===== config.mk =====
export PLATFORM = sky130hd
export DESIGN_NAME = pc_fetch_unit
export DESIGN_NICKNAME = d
export VERILOG_FILES = /design/src/rtl/mips_pkg.sv /design/src/rtl/pc_next_mux.sv /design/src/rtl/pc_fetch_unit.sv
export SDC_FILE = /design/constraint.sdc
export NUM_CORES = 1
export LEC_CHECK = 0
export ABC_AREA = 1
export CAP_MARGIN = 10
export CORE_ASPECT_RATIO = 1.1
export CORE_MARGIN = 2
export CORE_UTILIZATION = 57
export CTS_BUF_LIST = sky130_fd_sc_hd__clkbuf_4
export DETAILED_ROUTE_END_ITERATION = 16
export PLACE_DENSITY = 0.89
export SLEW_MARGIN = 0
export SYNTH_ARGS = -nofsm -noshare
export SYNTH_HDL_FRONTEND = slang
export SYNTH_SLANG_ARGS = --single-unit

===== constraint.sdc =====
create_clock -name clk -period 6.1 [get_ports clk]
set_clock_uncertainty 0.1 [all_clocks]
set_input_delay 0.915 -clock clk [delete_from_list [all_inputs] [get_ports clk]]
set_output_delay 0.915 -clock clk [all_outputs]
set_load 0.05 [all_outputs]

===== src/rtl/mips_pkg.sv =====
// Shared MIPS fetch-side constants: main-decoder opcodes, default halt word,
// masked opcode presented while halted, and the fetch FSM state type.
package mips_pkg;

    localparam logic [5:0]  OP_RTYPE           = 6'h00;
    localparam logic [5:0]  OP_LW              = 6'h23;
    localparam logic [5:0]  OP_SW              = 6'h2B;
    localparam logic [5:0]  OP_BEQ             = 6'h04;
    localparam logic [5:0]  OP_ADDI            = 6'h08;
    localparam logic [5:0]  OP_J               = 6'h02;

    localparam logic [31:0] HALT_INSTR_DEFAULT = 32'h0000_000C;
    localparam logic [5:0]  OPCODE_MASKED      = 6'b111111;

    typedef enum logic {
        ST_RUN  = 1'b0,
        ST_HALT = 1'b1
    } fetch_state_t;

    function automatic logic [31:0] sign_ext16(input logic [15:0] v);
        return {{16{v[15]}}, v};
    endfunction

endpackage


===== src/rtl/pc_next_mux.sv =====
// Next-PC selection: jump target, taken-branch target or sequential PC.
// Jump has priority over a taken branch.
module pc_next_mux
    import mips_pkg::*;
(
    input  logic [31:0] pc_plus4,
    input  logic [25:0] instr_low,
    input  logic        branch,
    input  logic        zero,
    input  logic        jump,
    output logic [31:0] pc_next
);

    logic [31:0] branch_target;
    logic [31:0] jump_target;

    // Target arithmetic and priority select; all adds wrap modulo 2^32.
    always_comb begin
        branch_target = pc_plus4 + (sign_ext16(instr_low[15:0]) << 2);
        jump_target   = {pc_plus4[31:28], instr_low, 2'b00};
        if (jump) begin
            pc_next = jump_target;
        end else if (branch && zero) begin
            pc_next = branch_target;
        end else begin
            pc_next = pc_plus4;
        end
    end

endmodule


===== src/rtl/pc_fetch_unit.sv =====
// Program-counter fetch unit with RUN/HALT sequencing.
// Optional branch/jump statistics counters are compiled in with the macro
// PC_FETCH_BRANCH_STATS_EN (default build: no counters, no counter ports).
//
// state   | meaning
// --------+-----------------------------------------------------------
// ST_RUN  | fetching; PC advances on every non-stalled cycle
// ST_HALT | halt word was seen; PC frozen, Opcode masked, exit by rst only
module pc_fetch_unit
    import mips_pkg::*;
#(
    parameter logic [31:0] RESET_PC   = 32'h0000_0000,
    parameter logic [31:0] HALT_INSTR = HALT_INSTR_DEFAULT
) (
    input  logic        clk,
    input  logic        rst,
    input  logic        Stall,
    input  logic        Branch,
    input  logic        Jump,
    input  logic        Zero,
    input  logic [31:0] Instr,
    output logic [31:0] PC,
    output logic [31:0] PCPlus4,
    output logic [5:0]  Opcode,
    output logic        Halted
`ifdef PC_FETCH_BRANCH_STATS_EN
    ,
    output logic [15:0] BranchTakenCnt,
    output logic [15:0] JumpCnt
`endif
);

    // Low bits are dropped so the PC stays word-aligned even for a sloppy RESET_PC.
    localparam logic [31:0] RESET_PC_ALIGNED = {RESET_PC[31:2], 2'b00};

    fetch_state_t state_q, state_d;
    logic [31:0]  pc_q, pc_d;
    logic [31:0]  pc_next;
    logic         run_adv;
    logic         halt_hit;

    pc_next_mux u_pc_next_mux (
        .pc_plus4  (PCPlus4),
        .instr_low (Instr[25:0]),
        .branch    (Branch),
        .zero      (Zero),
        .jump      (Jump),
        .pc_next   (pc_next)
    );

    // Qualifiers: a RUN cycle without stall is the only cycle that does work.
    always_comb begin
        run_adv  = (state_q == ST_RUN) && !Stall;
        halt_hit = (Instr == HALT_INSTR);
    end

    // State and PC registers; reset wins over everything else.
    always_ff @(posedge clk) begin
        if (rst) begin
            state_q <= ST_RUN;
            pc_q    <= RESET_PC_ALIGNED;
        end else begin
            state_q <= state_d;
            pc_q    <= pc_d;
        end
    end

    // Next state: halt word takes priority over any branch/jump; HALT is sticky.
    always_comb begin
        state_d = state_q;
        if (run_adv && halt_hit) begin
            state_d = ST_HALT;
        end
    end

    // Next PC: advance only on a working cycle that is not the halting one.
    always_comb begin
        pc_d = pc_q;
        if (run_adv && !halt_hit) begin
            pc_d = pc_next;
        end
    end

    // Outputs: registered PC, sequential address, halt status and masked opcode.
    always_comb begin
        PC      = pc_q;
        PCPlus4 = pc_q + 32'd4;
        Halted  = (state_q == ST_HALT);
        Opcode  = (state_q == ST_HALT) ? OPCODE_MASKED : Instr[31:26];
    end

`ifdef PC_FETCH_BRANCH_STATS_EN
    logic [15:0] bcnt_q, bcnt_d;
    logic [15:0] jcnt_q, jcnt_d;

    // Saturating event counters for taken branches and jumps.
    always_comb begin
        bcnt_d = bcnt_q;
        jcnt_d = jcnt_q;
        if (run_adv && Jump && (jcnt_q != 16'hFFFF)) begin
            jcnt_d = jcnt_q + 16'd1;
        end
        if (run_adv && Branch && Zero && !Jump && (bcnt_q != 16'hFFFF)) begin
            bcnt_d = bcnt_q + 16'd1;
        end
    end

    // Counter registers.
    always_ff @(posedge clk) begin
        if (rst) begin
            bcnt_q <= 16'd0;
            jcnt_q <= 16'd0;
        end else begin
            bcnt_q <= bcnt_d;
            jcnt_q <= jcnt_d;
        end
    end

    // Counter outputs.
    always_comb begin
        BranchTakenCnt = bcnt_q;
        JumpCnt        = jcnt_q;
    end
`endif

endmodule


==> impl_metrics.json, run 1 <==
{
  "ys.flop_type": "dfxtp_1",
  "maxCapViolCount": 0,
  "max_slew_margin_pct": 34.3,
  "synth.largest_area_cell": "nand2_1",
  "numPortBuffers": 104,
  "grt_first_pass_wirelength_um": 26300,
  "die_y_um": 99.7,
  "drt_wl_total_um": 16500,
  "worst_setup_path_start_kind": "flip-flop",
  "power_density_nw_per_um2": 153,
  "mostFrequentLayoutCells": "nand2_1 (277), inv_1 (148), clkdlybuf4s50_1 (104)",
  "holdWs_ns": 0.437,
  "ys_types": 43,
  "final_area_sq_um": 5910,
  "syn_to_final_growth_pct": 24.5,
  "grt_overflow": 0,
  "rows": 34,
  "final_nets": 1051,
  "max_freq_mhz": 245,
  "cp.required_ns": 5.08,
  "grt.total_usage_pct": 35.7,
  "first_pass_iters": 6,
  "core_sq_um": 8000,
  "cts_made_buffers": 5,
  "grt_pass1_vias": 5509,
  "io_pins": 109,
  "tightest_slew_ns": 0.982,
  "worstPathArrival_ns": 3.07,
  "drt_iter0_markers": 562,
  "worst_slack_ns": 2.01,
  "setup_violations": 0,
  "post_route_cells_drive_above_1_share_pct": 3.48,
  "min_period_ns": 4.09,
  "critPathMaxFanout": 8,
  "wl_per_cell_um": 15.2,
  "ys_seq_area_share_pct": 13.1,
  "async_reset_ff_share_pct": 0,
  "postRouteAntennaNets": 0,
  "ir_drop_mv": 0.155,
  "cts_sinks": 31,
  "htree_levels": 2,
  "insertion_delay_ns": 0.34,
  "clockBufferDepth": 2,
  "initial_core_util_pct": 59.4,
  "mostFrequentLayoutCell": "nand2_1",
  "ys_ff_latch": 31,
  "postSynthCellCount": 878,
  "ctsRootBufferMaster": "clkbuf_4",
  "avgSynthCellArea_sq_um": 5.41,
  "cts_setup_buffers": 0,
  "synth.top_cells.by_area": "nand2_1 (22%), dfxtp_1 (13%), inv_1 (12%)",
  "yosysTopAreaCellShare_pct": 21.9,
  "grt_max_degree": 33,
  "antenna_found_initial": 0,
  "rsz0062_at_grt": "no",
  "vias": 6115,
  "synth_edf_count": 0,
  "antennaDiodeCount": 0,
  "placed_cell_area_sq_um": 5860,
  "cts_tree": "built",
  "drc_errors": 0,
  "worstHoldPathType": "reg2reg",
  "die-area_sq_um": 9070,
  "via_per_inst": 5.64,
  "pre_cts_ws_ns": 2.10,
  "period_share_pct": 67.0,
  "worst-setup-path-type": "reg2out",
  "status": "complete, no violations",
  "hold_viol": 0,
  "path_clk_slew_ns": 0.12,
  "dp.cells": 1077,
  "place.gp.congestion": 1.05,
  "drv_slew": 0,
  "die_x_um": 91.0,
  "dp_hpwl_um": 13600,
  "leakage_nw": 3.05,
  "final_cells": 1085,
  "ys_warn_count": 0,
  "synth_area_sq_um": 4750,
  "cts_hold_buffers": 0,
  "setup-tns-final_ns": 0,
  "crit_path_end_kind": "output port",
  "cts_resized": 0
}
## state kept, by name, summed over array words and instances (netlist names)
register and cells:
PC 30, Halted 1
## worst max-delay path, cell delays in order, from the launching register on
cell	delay (ns)
dfxtp_1	0.56
ha_1	0.32
nand3_2	0.17
nor2_2	0.16
inv_2	0.06
nor2_2	0.19
nand4_1	0.13
xor2_1	0.19
inv_1	0.14
clkdlybuf4s50_1	0.83
## stage by stage
stage / power [W] / utilization (%)
global route: 0.000958 / 73.9
finish: 0.000904 / 73.9
floorplan: 0.000604 / -
global placement: 0.000771 / 73.3
CTS: 0.000893 / 73.9
detailed placement: 0.000774 / 73.3
## Yosys cell counts (9+ instances only)
cell        n
inv_1     148
nor3_1     13
o21ai_0    36
nand2_1   277
nand4_1    14
xor2_1     18
nor2_1     91
a21oi_1    70
ha_1       36
nand3_1    64
clkbuf_1    9
dfxtp_1    31
## kinds of logic after synthesis
| kind of cell | after synthesis | share of synthesized area, % |
|---|---|---|
| buffers and inverters | 169 | 13.8 |
| adder cells (fa/ha/maj) | 37 | 9.91 |
| flip-flops | 31 | 13.1 |
| AO/OA/AOI/OAI | 130 | 14.9 |
| AND/OR/NAND/NOR | 487 | 44.0 |
| other | 1 | 0.0790 |
| XOR/XNOR | 23 | 4.24 |
## per-layer routing
| layer | vias to the layer above | track usage (%) | share of wire [%] |
|---|---|---|---|
| met5 | - | 0 | 0 |
| met4 | 0 | 15.5 | 5.1 |
| met3 | 72 | 4.24 | 9.9 |
| met2 | 370 | 60.8 | 45 |
| met1 | 2692 | 45.5 | 40 |
| li1 | 2981 | - | - |
## report_power, final
group	total (W)	internal, W	switching (W)
Combinational	0.000539	0.000176	0.000362
Clock	0.000122	0.0000429	0.0000792
Sequential	0.000243	0.000217	0.0000258
Total	0.000904	0.000436	0.000468
## final timing paths
path | depth (start not counted) | endpoint | startpoint | slack, ns
hold / removal | 2 | PC[30] | PC[30] | 0.44
hold reg to reg | 2 | PC[30] | PC[30] | 0.44
setup / recovery | 9 | PCPlus4[16] | PC[2] | 2.01
setup reg to reg | 21 | PC[29] | PC[2] | 2.32
## cell type report
| class | count | area [sq um] |
|---|---|---|
| multi-input cells | 681 | 3480 |
| fillers | 769 | 2090 |
| flip-flops and latches | 31 | 621 |
| clock buffers | 5 | 37.5 |
| well taps | 108 | 135 |
| repair buffers | 105 | 1050 |
| clock inverters | 3 | 15.0 |
| inverters | 152 | 571 |
(Power assumes the default switching activity.)
==> inputs of run 2 (changes only) <==
Settings changed: CORE_UTILIZATION 57 to 53, PLACE_DENSITY 0.89 to 0.84.
Clock period 6.1 ns to 4.24 ns, I/O delays scaled along.
==> run 2 against run 1 <==
Net effect:
- first-iteration DRC count fell by 30%
- flip-flop and latch count unchanged
- hold slack about the same
- register-to-register slack got worse by 1.6 ns
- core utilization decreased by 5.7 points
- final area rose by 1.4%
- via count down 1.1%
- die area rose by 7.2%
- clock power rose by 93%
- routed wire length increased by 1.9%
- global-route usage fell by 0.54 points
- critical path type unchanged
==> impl_metrics.json, run 2 (synthesized netlist as in run 1, its figures left out) <==
{
  "dp_hpwl_um": 13800,
  "holdWs_ns": 0.437,
  "pre_cts_ws_ns": 0.841,
  "dp.cells": 1090,
  "cts_setup_buffers": 0,
  "mostFrequentLayoutCell": "nand2_1",
  "postRouteAntennaNets": 0,
  "clockBufferDepth": 2,
  "drt_iter0_markers": 396,
  "wl_per_cell_um": 15.3,
  "cts_sinks": 31,
  "worstPathArrival_ns": 2.90,
  "largest_register_ffs": 30,
  "insertion_delay_ns": 0.34,
  "ir_drop_mv": 0.188,
  "cts_hold_buffers": 0,
  "rsz0062_at_grt": "no",
  "crit_end": "PCPlus4[16]",
  "final_nets": 1058,
  "worst_setup_path_start_kind": "flip-flop",
  "drv_slew": 0,
  "die-area_sq_um": 9730,
  "final_cells": 1098,
  "grt_first_pass_wirelength_um": 26800,
  "status": "complete, no violations",
  "worstHoldPathType": "reg2reg",
  "initial_core_util_pct": 54.0,
  "antenna_found_initial": 0,
  "grt.total_usage_pct": 35.1,
  "die_y_um": 103,
  "r2r_cells": 18,
  "numPortBuffers": 104,
  "grt_max_degree": 33,
  "tightest_slew_ns": 0.888,
  "maxCapViolCount": 0,
  "max_freq_mhz": 275,
  "grt_pass1_vias": 5544,
  "max_stage_delay_ns": 0.85,
  "worst-setup-path-type": "reg2out",
  "rows": 36,
  "vias": 6046,
  "period_share_pct": 85.8,
  "cts_made_buffers": 5,
  "setup-tns-final_ns": 0,
  "worst_slack_ns": 0.601,
  "crit_top_cell": "nor2_2",
  "cp.required_ns": 3.50,
  "drt_wl_total_um": 16900,
  "die_x_um": 94.2,
  "min_period_ns": 3.64,
  "leakage_nw": 3.09,
  "cts_tree": "built",
  "post_route_cells_drive_above_1_share_pct": 4.07,
  "mostFrequentLayoutCells": "nand2_1 (277), inv_1 (148), clkdlybuf4s50_1 (104)",
  "utilization_pct": 68.3,
  "ctsRootBufferMaster": "clkbuf_4",
  "critPathMaxFanout": 8,
  "grt_overflow": 0,
  "timing.rr.start": "PC[2]",
  "max_slew_margin_pct": 40.8,
  "via_per_inst": 5.51,
  "first_pass_iters": 5,
  "cts_resized": 0,
  "r2r_setup_slack_ns": 0.69,
  "power_density_nw_per_um2": 228,
  "critPathLaunch": "PC[2]",
  "cp_slowest_cell": "clkdlybuf4s50_1",
  "path_clk_slew_ns": 0.11,
  "core_sq_um": 8780,
  "setup_violations": 0,
  "timing.rr.end": "PC[26]",
  "hold_viol": 0,
  "place.gp.congestion": 0.950,
  "path_cells": "ha_1, nand3_2, nor2_2, inv_2, nor2_2, nand4_1, xor2_1, inv_1, clkdlybuf4s50_1",
  "syn_to_final_growth_pct": 26.3,
  "htree_levels": 2,
  "drc_errors": 0,
  "crit_path_end_kind": "output port",
  "antennaDiodeCount": 0,
  "io_pins": 109
}
==> run 2: changes by cell type in the layout (fill, tap and decap cells not counted) <==
cell	before	now
clkinv_1	3	4
buf_4	1	8
bufinv_16	0	1
clkinv_2	3	1
==> run 2: area by class of cell <==
cell class                      count  area [sq um]
Inverter                          152           571
Fill cell                         871          2790
Multi-Input combinational cell    681          3480
Timing Repair Buffer              112          1100
Clock inverter                      3          38.8
Clock buffer                        5          37.5
Tap cell                          114           143
Sequential cell                    31           621
==> run 2: report_power, final <==
group	leakage (nW)	switching [W]	total, W	internal, W
Combinational	2.79	0.000523	0.000781	0.000258
Sequential	0.256	0.0000355	0.000348	0.000313
Clock	0.0426	0.000114	0.000235	0.000121
Total	3.09	0.000672	0.00136	0.000692
==> run 2: worst min path at each step <==
| stage | from | to | slack, ns | depth (start not counted) |
|---|---|---|---|---|
| 3_5_place_dp | PC[31] | PC[31] | 0.41 | 2 |
| 3_3_place_gp | PC[31] | PC[31] | 0.40 | 2 |
| 4_1_cts | PC[31] | PC[31] | 0.43 | 2 |
| 5_1_grt | PC[31] | PC[31] | 0.46 | 2 |
| 2_1_floorplan | rst | PC[5] | 0.61 | 1 |
| 6_report | PC[31] | PC[31] | 0.44 | 2 |
==> run 2: layer usage <==
metal	part of all wire (%)	track usage, %	vias to the layer above
met1	41	44.2	2663
met3	8.9	5.65	61
li1	-	-	2997
met4	5.5	17.9	0
met5	0	0	-
met2	45	58.4	325
==> run 2: metrics by stage <==
stage               total power [W]  instance area (sq um)
floorplan                  0.000869                   4760
global placement            0.00112                   5920
detailed placement          0.00112                   5920
CTS                         0.00135                   6000
global route                0.00145                   6000
finish                      0.00136                   6000
==> run 2: worst max-delay path: cells and delay by family (launching register included) <==
kind          cells  cell delay, ns
fa+ha+maj         1            0.29
xor+xnor          1            0.18
simple gates      4            0.56
buf+inv           3            1.01
flops             1            0.53
